[src/rtl/uart_tx_serializer.sv]
// UART transmit serializer fed by a registered-output TX FIFO: start, LSB-first data, optional parity, 1/2 stop bits.
// Optional parity generation is enabled by defining UART_TX_PARITY_EN.
module uart_tx_serializer #(
  parameter int DATA_WIDTH = 8,
  parameter int DIV_WIDTH  = 16
) (
  input  logic                  clk,
  input  logic                  rst_n,
  input  logic                  tx_en,
  input  logic [DIV_WIDTH-1:0]  baud_div,
  input  logic                  stop2,
`ifdef UART_TX_PARITY_EN
  input  logic                  parity_en,
  input  logic                  parity_odd,
`endif
  input  logic                  fifo_empty,
  input  logic [DATA_WIDTH-1:0] fifo_data,
  output logic                  fifo_rd_en,
  output logic                  tx,
  output logic                  busy,
  output logic                  tx_done
);

  // state   | meaning
  // IDLE    | line high, pop FIFO when enabled and non-empty
  // LOAD    | FIFO word valid; capture word and frame settings
  // START   | start bit (low)
  // DATA    | data bits, LSB first
  // PARITY  | parity bit (only with UART_TX_PARITY_EN)
  // STOP    | one or two stop bits (high)
`ifdef UART_TX_PARITY_EN
  typedef enum logic [2:0] {
    S_IDLE, S_LOAD, S_START, S_DATA, S_PARITY, S_STOP
  } state_t;
`else
  typedef enum logic [2:0] {
    S_IDLE, S_LOAD, S_START, S_DATA, S_STOP
  } state_t;
`endif

  localparam int IDX_W = (DATA_WIDTH > 1) ? $clog2(DATA_WIDTH) : 1;
  localparam logic [IDX_W-1:0] LAST_IDX = IDX_W'(DATA_WIDTH - 1);

  state_t                  state;
  logic [DIV_WIDTH-1:0]    cnt;
  logic [DIV_WIDTH-1:0]    div_q;
  logic [DATA_WIDTH-1:0]   shift;
  logic [IDX_W-1:0]        idx;
  logic                    stop2_q;
  logic                    stop_idx;
  logic                    tx_r;
  logic                    busy_r;
  logic                    done_r;
`ifdef UART_TX_PARITY_EN
  logic                    par_en_q;
  logic                    par_bit_q;
`endif

  logic [DIV_WIDTH-1:0]    eff_in;
  logic [DIV_WIDTH-1:0]    cnt_reload;
  logic                    bit_end;
  logic                    one_cycle;
  logic                    last_stop;

  assign eff_in     = (baud_div == '0) ? DIV_WIDTH'(1) : baud_div;
  assign cnt_reload = div_q - DIV_WIDTH'(1);
  assign bit_end    = (cnt == '0);
  assign one_cycle  = (div_q == DIV_WIDTH'(1));
  assign last_stop  = (stop_idx == stop2_q);

  // Pop request is combinational so the FIFO word is valid during LOAD.
  assign fifo_rd_en = rst_n && (state == S_IDLE) && tx_en && !fifo_empty;

  assign tx      = tx_r;
  assign busy    = busy_r;
  assign tx_done = done_r;

  always_ff @(posedge clk or negedge rst_n) begin
    if (!rst_n) begin
      state     <= S_IDLE;
      cnt       <= '0;
      div_q     <= DIV_WIDTH'(1);
      shift     <= '0;
      idx       <= '0;
      stop2_q   <= 1'b0;
      stop_idx  <= 1'b0;
      tx_r      <= 1'b1;
      busy_r    <= 1'b0;
      done_r    <= 1'b0;
`ifdef UART_TX_PARITY_EN
      par_en_q  <= 1'b0;
      par_bit_q <= 1'b0;
`endif
    end else begin
      done_r <= 1'b0;
      case (state)
        S_IDLE: begin
          tx_r <= 1'b1;
          if (fifo_rd_en) begin
            state  <= S_LOAD;
            busy_r <= 1'b1;
          end
        end

        S_LOAD: begin
          shift    <= fifo_data;
          div_q    <= eff_in;
          stop2_q  <= stop2;
          cnt      <= eff_in - DIV_WIDTH'(1);
          idx      <= '0;
          stop_idx <= 1'b0;
`ifdef UART_TX_PARITY_EN
          par_en_q  <= parity_en;
          par_bit_q <= (^fifo_data) ^ parity_odd;
`endif
          tx_r     <= 1'b0;
          state    <= S_START;
        end

        S_START: begin
          if (bit_end) begin
            cnt   <= cnt_reload;
            tx_r  <= shift[0];
            state <= S_DATA;
          end else begin
            cnt <= cnt - DIV_WIDTH'(1);
          end
        end

        S_DATA: begin
          if (bit_end) begin
            cnt   <= cnt_reload;
            shift <= shift >> 1;
            if (idx == LAST_IDX) begin
              idx <= '0;
`ifdef UART_TX_PARITY_EN
              if (par_en_q) begin
                tx_r  <= par_bit_q;
                state <= S_PARITY;
              end else begin
                tx_r     <= 1'b1;
                stop_idx <= 1'b0;
                done_r   <= one_cycle && !stop2_q;
                state    <= S_STOP;
              end
`else
              tx_r     <= 1'b1;
              stop_idx <= 1'b0;
              done_r   <= one_cycle && !stop2_q;
              state    <= S_STOP;
`endif
            end else begin
              idx  <= idx + IDX_W'(1);
              tx_r <= shift[1];
            end
          end else begin
            cnt <= cnt - DIV_WIDTH'(1);
          end
        end

`ifdef UART_TX_PARITY_EN
        S_PARITY: begin
          if (bit_end) begin
            cnt      <= cnt_reload;
            tx_r     <= 1'b1;
            stop_idx <= 1'b0;
            done_r   <= one_cycle && !stop2_q;
            state    <= S_STOP;
          end else begin
            cnt <= cnt - DIV_WIDTH'(1);
          end
        end
`endif

        S_STOP: begin
          tx_r <= 1'b1;
          // done is registered, so it is raised on the edge entering the final stop cycle
          if (bit_end) begin
            if (last_stop) begin
              busy_r <= 1'b0;
              state  <= S_IDLE;
            end else begin
              stop_idx <= 1'b1;
              cnt      <= cnt_reload;
              done_r   <= one_cycle;
            end
          end else begin
            cnt    <= cnt - DIV_WIDTH'(1);
            done_r <= (cnt == DIV_WIDTH'(1)) && last_stop;
          end
        end

        default: begin
          tx_r   <= 1'b1;
          busy_r <= 1'b0;
          state  <= S_IDLE;
        end
      endcase
    end
  end

endmodule
[config.mk]
export PLATFORM = sky130hd
export DESIGN_NAME = uart_tx_serializer
export DESIGN_NICKNAME = d
export VERILOG_FILES = /design/src/rtl/uart_tx_serializer.sv
export SDC_FILE = /design/constraint.sdc
export NUM_CORES = 1
export LEC_CHECK = 0
export BUFFER_PORTS_ARGS = -buffer_cell sky130_fd_sc_hd__buf_2
export CORE_MARGIN = 4
export CORE_UTILIZATION = 64
export DETAILED_ROUTE_END_ITERATION = 8
export PLACE_DENSITY = 0.85
export SETUP_SLACK_MARGIN = 0.5
export SYNTH_ARGS = -nofsm -noshare
export SYNTH_HDL_FRONTEND = slang
export SYNTH_SLANG_ARGS = --single-unit
[constraint.sdc]
create_clock -name clk -period 3.6 [get_ports clk]
set_input_delay 0.36 -clock clk [delete_from_list [all_inputs] [get_ports clk]]
set_output_delay 0.36 -clock clk [all_outputs]
set_load 0.02 [all_outputs]
== Yosys cells after proc, flatten, opt, wreduce, memory -nomap -nowiden ==
Index checks and enable logic that the tools add are counted.
Widths: inputs -> output; s select.

* Output and inout port bits: 4
* Bits in registers: 51
* Word-level logic and storage cells: 87
* Input port bits: 29

* Reduce and logical (&&, ||, !) cells: 21
* Bitwise operators: 1
* Mux-type cells: 35
* Equal/unequal tests: 16
* Add/sub/neg operators: 4

{| class="wikitable"
|+ Operators by type and width
! cell !! count
|-
| $mux 16 || 4
|-
| $pmux 16 s3 || 1
|-
| $sub 16x1->16 const B || 3
|-
| $eq 16x1->1 const B || 2
|-
| $logic_not 16->1 || 2
|-
| $mux 3 || 8
|-
| $pmux 8 s2 || 1
|-
| $pmux 3 s5 || 1
|-
| $mux 1 || 14
|-
| $ne 2x2->1 const B || 7
|-
| $pmux 1 s3 || 3
|-
| $mux 8 || 1
|-
| $eq 3x2->1 const B || 2
|-
| $eq 3x3->1 const B || 2
|-
| $pmux 3 s2 || 1
|-
| $reduce_and 2->1 || 3
|-
| $reduce_and 6->1 || 1
|-
| $reduce_bool 3->1 || 2
|-
| $logic_and 1x1->1 || 5
|-
| $reduce_and 5->1 || 1
|-
| $reduce_and 4->1 || 1
|-
| $add 3x1->3 const B || 1
|-
| $eq 3x1->1 const B || 1
|-
| $logic_not 3->1 || 1
|-
| 8 further kinds || 9
|}

== Depth between registers and ports, before layout ==
* Depth in word-level cells: 6
* Depth in mapped cells: 12
* Depth with buffers taken out: 11

== Worst setup path after synthesis ==
Ideal clock, no wire load.

* Path type: input -> register
* Start: input port baud_div[8]
* End: register cnt[14]
* Library setup time: 133 ps
* Path slack: 973 ps
* Stages: 12
* Arrival time: 2,494 ps
* Data required time: 3,467 ps
* Cell sequence: clkbuf_1 -> nor4_1 -> nand4_1 -> nor3_1 -> nor2_1 -> ha_1 -> or4b_2 -> nor4_2 -> nand3b_1 -> xnor2_1 -> nor3_1 -> a211oi_1

* Longest elaborated chain between the ends: 4

{| class="wikitable"
|+ RTL lines
! item !! line !! text
|-
| from (decl) || 10 || <nowiki>input logic [DIV_WIDTH-1:0] baud_div,</nowiki>
|-
| $logic_not 16->1 || 65 || <nowiki>assign eff_in = (baud_div == '0) ? DIV_WIDTH'(1) : baud_div;</nowiki>
|-
| $mux 16 (*) || 65 ||
|-
| $sub 16x1->16 (*) || 109 || <nowiki>cnt <= eff_in - DIV_WIDTH'(1);</nowiki>
|-
| $pmux 16 s3 (*) || 96 || <nowiki>case (state)</nowiki>
|-
| to (signal assigned) || 109 ||
|-
| to (signal assigned) || 122 || <nowiki>cnt <= cnt_reload;</nowiki>
|-
| to (signal assigned) || 126 || <nowiki>cnt <= cnt - DIV_WIDTH'(1);</nowiki>
|-
| to (decl) || 45 || <nowiki>logic [DIV_WIDTH-1:0] cnt;</nowiki>
|}

Mark *: on every way between the ends. The rest lies on a longest branch, timed or not.
A chain may end at the register's enable or synchronous reset.

== Worst setup path after layout ==
* Start: register cnt[6]
* End: register cnt[7]

* Longest elaborated chain between the ends: 3
* Elaborated cells between the ends (all ways): 7
* Those cells by class: add/sub (1); eq/ne (1); mux (3); reduce/logical (2)

{| class="wikitable"
|+ RTL lines
! item !! line !! text
|-
| $sub 16x1->16 or $logic_not 16->1 (tied branches) || -- ||
|-
| $mux 16, or another cell as far along || 178 || <nowiki>if (bit_end) begin</nowiki>
|-
| $pmux 16 s3 or $reduce_and 2->1 (tied branches) || -- ||
|}

Several ways; a longest one is shown, not always the timed one.

==> flow_summary.yaml <==
place:
  dp.cells: 527
  place_congestion: 0.925
  dp_slack_ns: 0.710
  hpwl_um: 6860
  port_buffers: 32
  dpl_cell_area_mm2: 0.00371
synth:
  synthAdderAreaFrac_pct: 2.87
  synth_seq_cells: 51
  yosysSeqAreaShare_pct: 36.7
  synth_xor_area_share_pct: 8.03
  yosys-top-cells-area: "dfrtp_1 35%, nand2_1 9.6%, nor2_1 5.2%"
  synth_compound_area_share_pct: 18.3
  synth_top_family_by_area: "simple AND/OR/NAND/NOR gates"
  ys.warnings.count: 0
  syn_avg_cell_area_um2: 7.96
  synthMuxAreaShare_pct: 0.287
  synthMostInstantiatedCell: "nand2_1"
  synth_edf_count: 0
  synth_flop_cell: "dfrtp_1"
  synth-simple-area-share_pct: 30.4
  yosysTopAreaCellShare_pct: 35.2
  async_reset_ff_share_pct: 100
  syn-num-nets: 475
  synth_common_cells: "89 x nand2_1, 49 x dfrtp_1, 48 x nor2_1"
  synth_top_cell_by_area: "dfrtp_1"
  ys_types: 58
  synth_cells: 438
  syn_area_mm2: 0.00349
critical_path:
  path_class: "reg -> reg"
  arrival_ns: 3.11
  startpoint: "cnt[6]$_DFFE_PN0P_"
  r2r-start: "cnt[6]$_DFFE_PN0P_"
  timing.reg2reg.setup_slack_ns: 0.71
  critPathLaunchType: "flip-flop"
  rr_worst_depth: 7
  critPathRequiredTime_ns: 3.82
  path_max_fanout: 14
  setup.worst_path.end_class: "flip-flop"
  cp-endpoint: "cnt[7]$_DFFE_PN0P_"
  rr_endpoint: "cnt[7]$_DFFE_PN0P_"
global_routing:
  grt_pass1_wl_um: 15500
  grt_max_degree: 52
  antenna_found_initial: 0
  grt_pass1_vias: 3213
  grt_util_all_layers_pct: 30.3
  grt-ovfl-total: 0
cells_and_area:
  drive_above_1_share_pct: 13.3
  fill_cells: 411
  antenna_cells: 0
  final_core_util_pct: 73.0
  fin_cells: 535
  syn_to_final_growth_pct: 8.90
  final_area_mm2: 0.00380
  nNetsFinal: 501
route:
  drt-met1-wl_um: 3990
  vias: 3456
  wirelength_um: 9370
  ant_nets: 0
  top_layer_used: "met4"
  met3_wirelength_um: 852
  drt_iter0_drc: 326
  avgRoutedWirePerCell_um: 17.5
  drt_first_pass_iters: 6
  routed-wl-met2_um: 4370
  drc: 0
  avgViaCountPerCell: 6.46
timing:
  fin_skew_ns: 0.0121
  grt_setup_unrepaired: "false"
  period_share_pct: 80.3
  worst_slack_ns: 0.710
  fin_setup_tns_ns: 0
  worst_hold_slack_ns: 0.167
  max_slew_margin_pct: 26.3
  fin_crit_ns: 2.89
  setup_viol: 0
  drv_slew: 0
  worst_slew_pin_slew_ns: 1.10
  finalHoldViolCount: 0
  fmax_mhz: 346
floorplanning:
  ios: 33
  coreArea_mm2: 0.00520
  die_area_mm2: 0.00670
  fp.dieH_um: 81.8
  row_count: 26
  initial_core_util_pct: 67.0
  die_x_um: 81.8
worst_hold_path:
  min_path_type: "in -> async"
outcome:
  run_status: "finished, final reports clean"
clock_tree:
  htree_levels: 2
  tritoncts: "yes"
  hold_buffers: 0
  post_cts_resize_count: 0
  cts_post_setup_buffers_inserted: 0
  clkTransAtPathRegs_ns: 0.10
  clockBufferDepth: 2
  clock_latency_ns: 0.32
  cts_root_buf: "clkbuf_8"
  clock-sinks: 51
  numCtsBuffers: 5
power_and_ir_drop:
  max-vdd-ir-drop_v: 0.000387
  power_mw: 2.29
  power.leakage_nw: 1.60
  powerDensity_mw_per_mm2: 602
job:
  max_cap_violations: 0
critical path, cell delays in order, from the launching register on:
cell and delay [ns]:
dfrtp_1 0.45, or4_1 0.69, nor4_4 0.34, nand3_1 0.54, buf_4 0.38, nand2_1 0.06
o21ai_1 0.07, a221oi_2 0.26
worst min path at each step:
stage                                 from                    to  cells after the start
final                                rst_n  state[0]$_DFFE_PN0P_                      2
after global routing                 rst_n  state[0]$_DFFE_PN0P_                      2
after CTS                            rst_n  state[0]$_DFFE_PN0P_                      2
after detailed placement  busy$_DFFE_PN0P_      busy$_DFFE_PN0P_                      2
after global placement    busy$_DFFE_PN0P_      busy$_DFFE_PN0P_                      2
after floorplan                      rst_n      busy$_DFFE_PN0P_                      0
power by group:
part	total, mW	switching (mW)	internal (mW)	leakage [nW]
clock network	0.350	0.209	0.140	0.0418
logic	0.847	0.456	0.391	0.938
registers	1.09	0.301	0.789	0.616
final cells by class:
type	instances	area [µm²]	share of cell area [%]
timing repair buffer	41	228	5.99
tap	70	87.6	2.31
sequential	51	1280	33.7
inverter	7	26.3	0.692
clock inverter	2	16.3	0.428
clock buffer	6	72.6	1.91
multi-input combinational	358	2090	55.0
registers in the layout, indices dropped and copies added (netlist names):
name,cells
cnt,16
div_q,16
shift,8
idx,3
state,3
busy,1
stop2_q,1
stop_idx,1
tx,1
tx_done,1
cells by family (layout without fill, tap and decap cells):
family | after synthesis | after routing
compound gates | 98 | 98
xor+xnor | 32 | 32
fa+ha+maj | 8 | 8
buf+inv | 29 | 56
flops | 51 | 51
mux | 1 | 1
simple gates | 219 | 219
per-layer routing:
metal / GRT usage [%] / up-vias
li1: - / 1612
met1: 43.7 / 1624
met2: 46.4 / 197
met3: 4.71 / 23
met4: 9.97 / 0
met5: 0 / -
cells in the final DEF (no fill, tap or decap), drive strengths merged, types with 5 or more instances in the layout:
master   n
nor3    15
o21ai   23
xnor2   19
clkbuf   6
and3     5
nand4   10
o22ai    7
a31oi    5
nor4    14
buf     41
o21bai  10
xor2    13
dfrtp   49
inv      8
a211oi   5
or4      6
nand3   10
nand2   89
ha       8
nor2    49
a21oi   27
No activity file was read; power rests on OpenSTA's default activity.
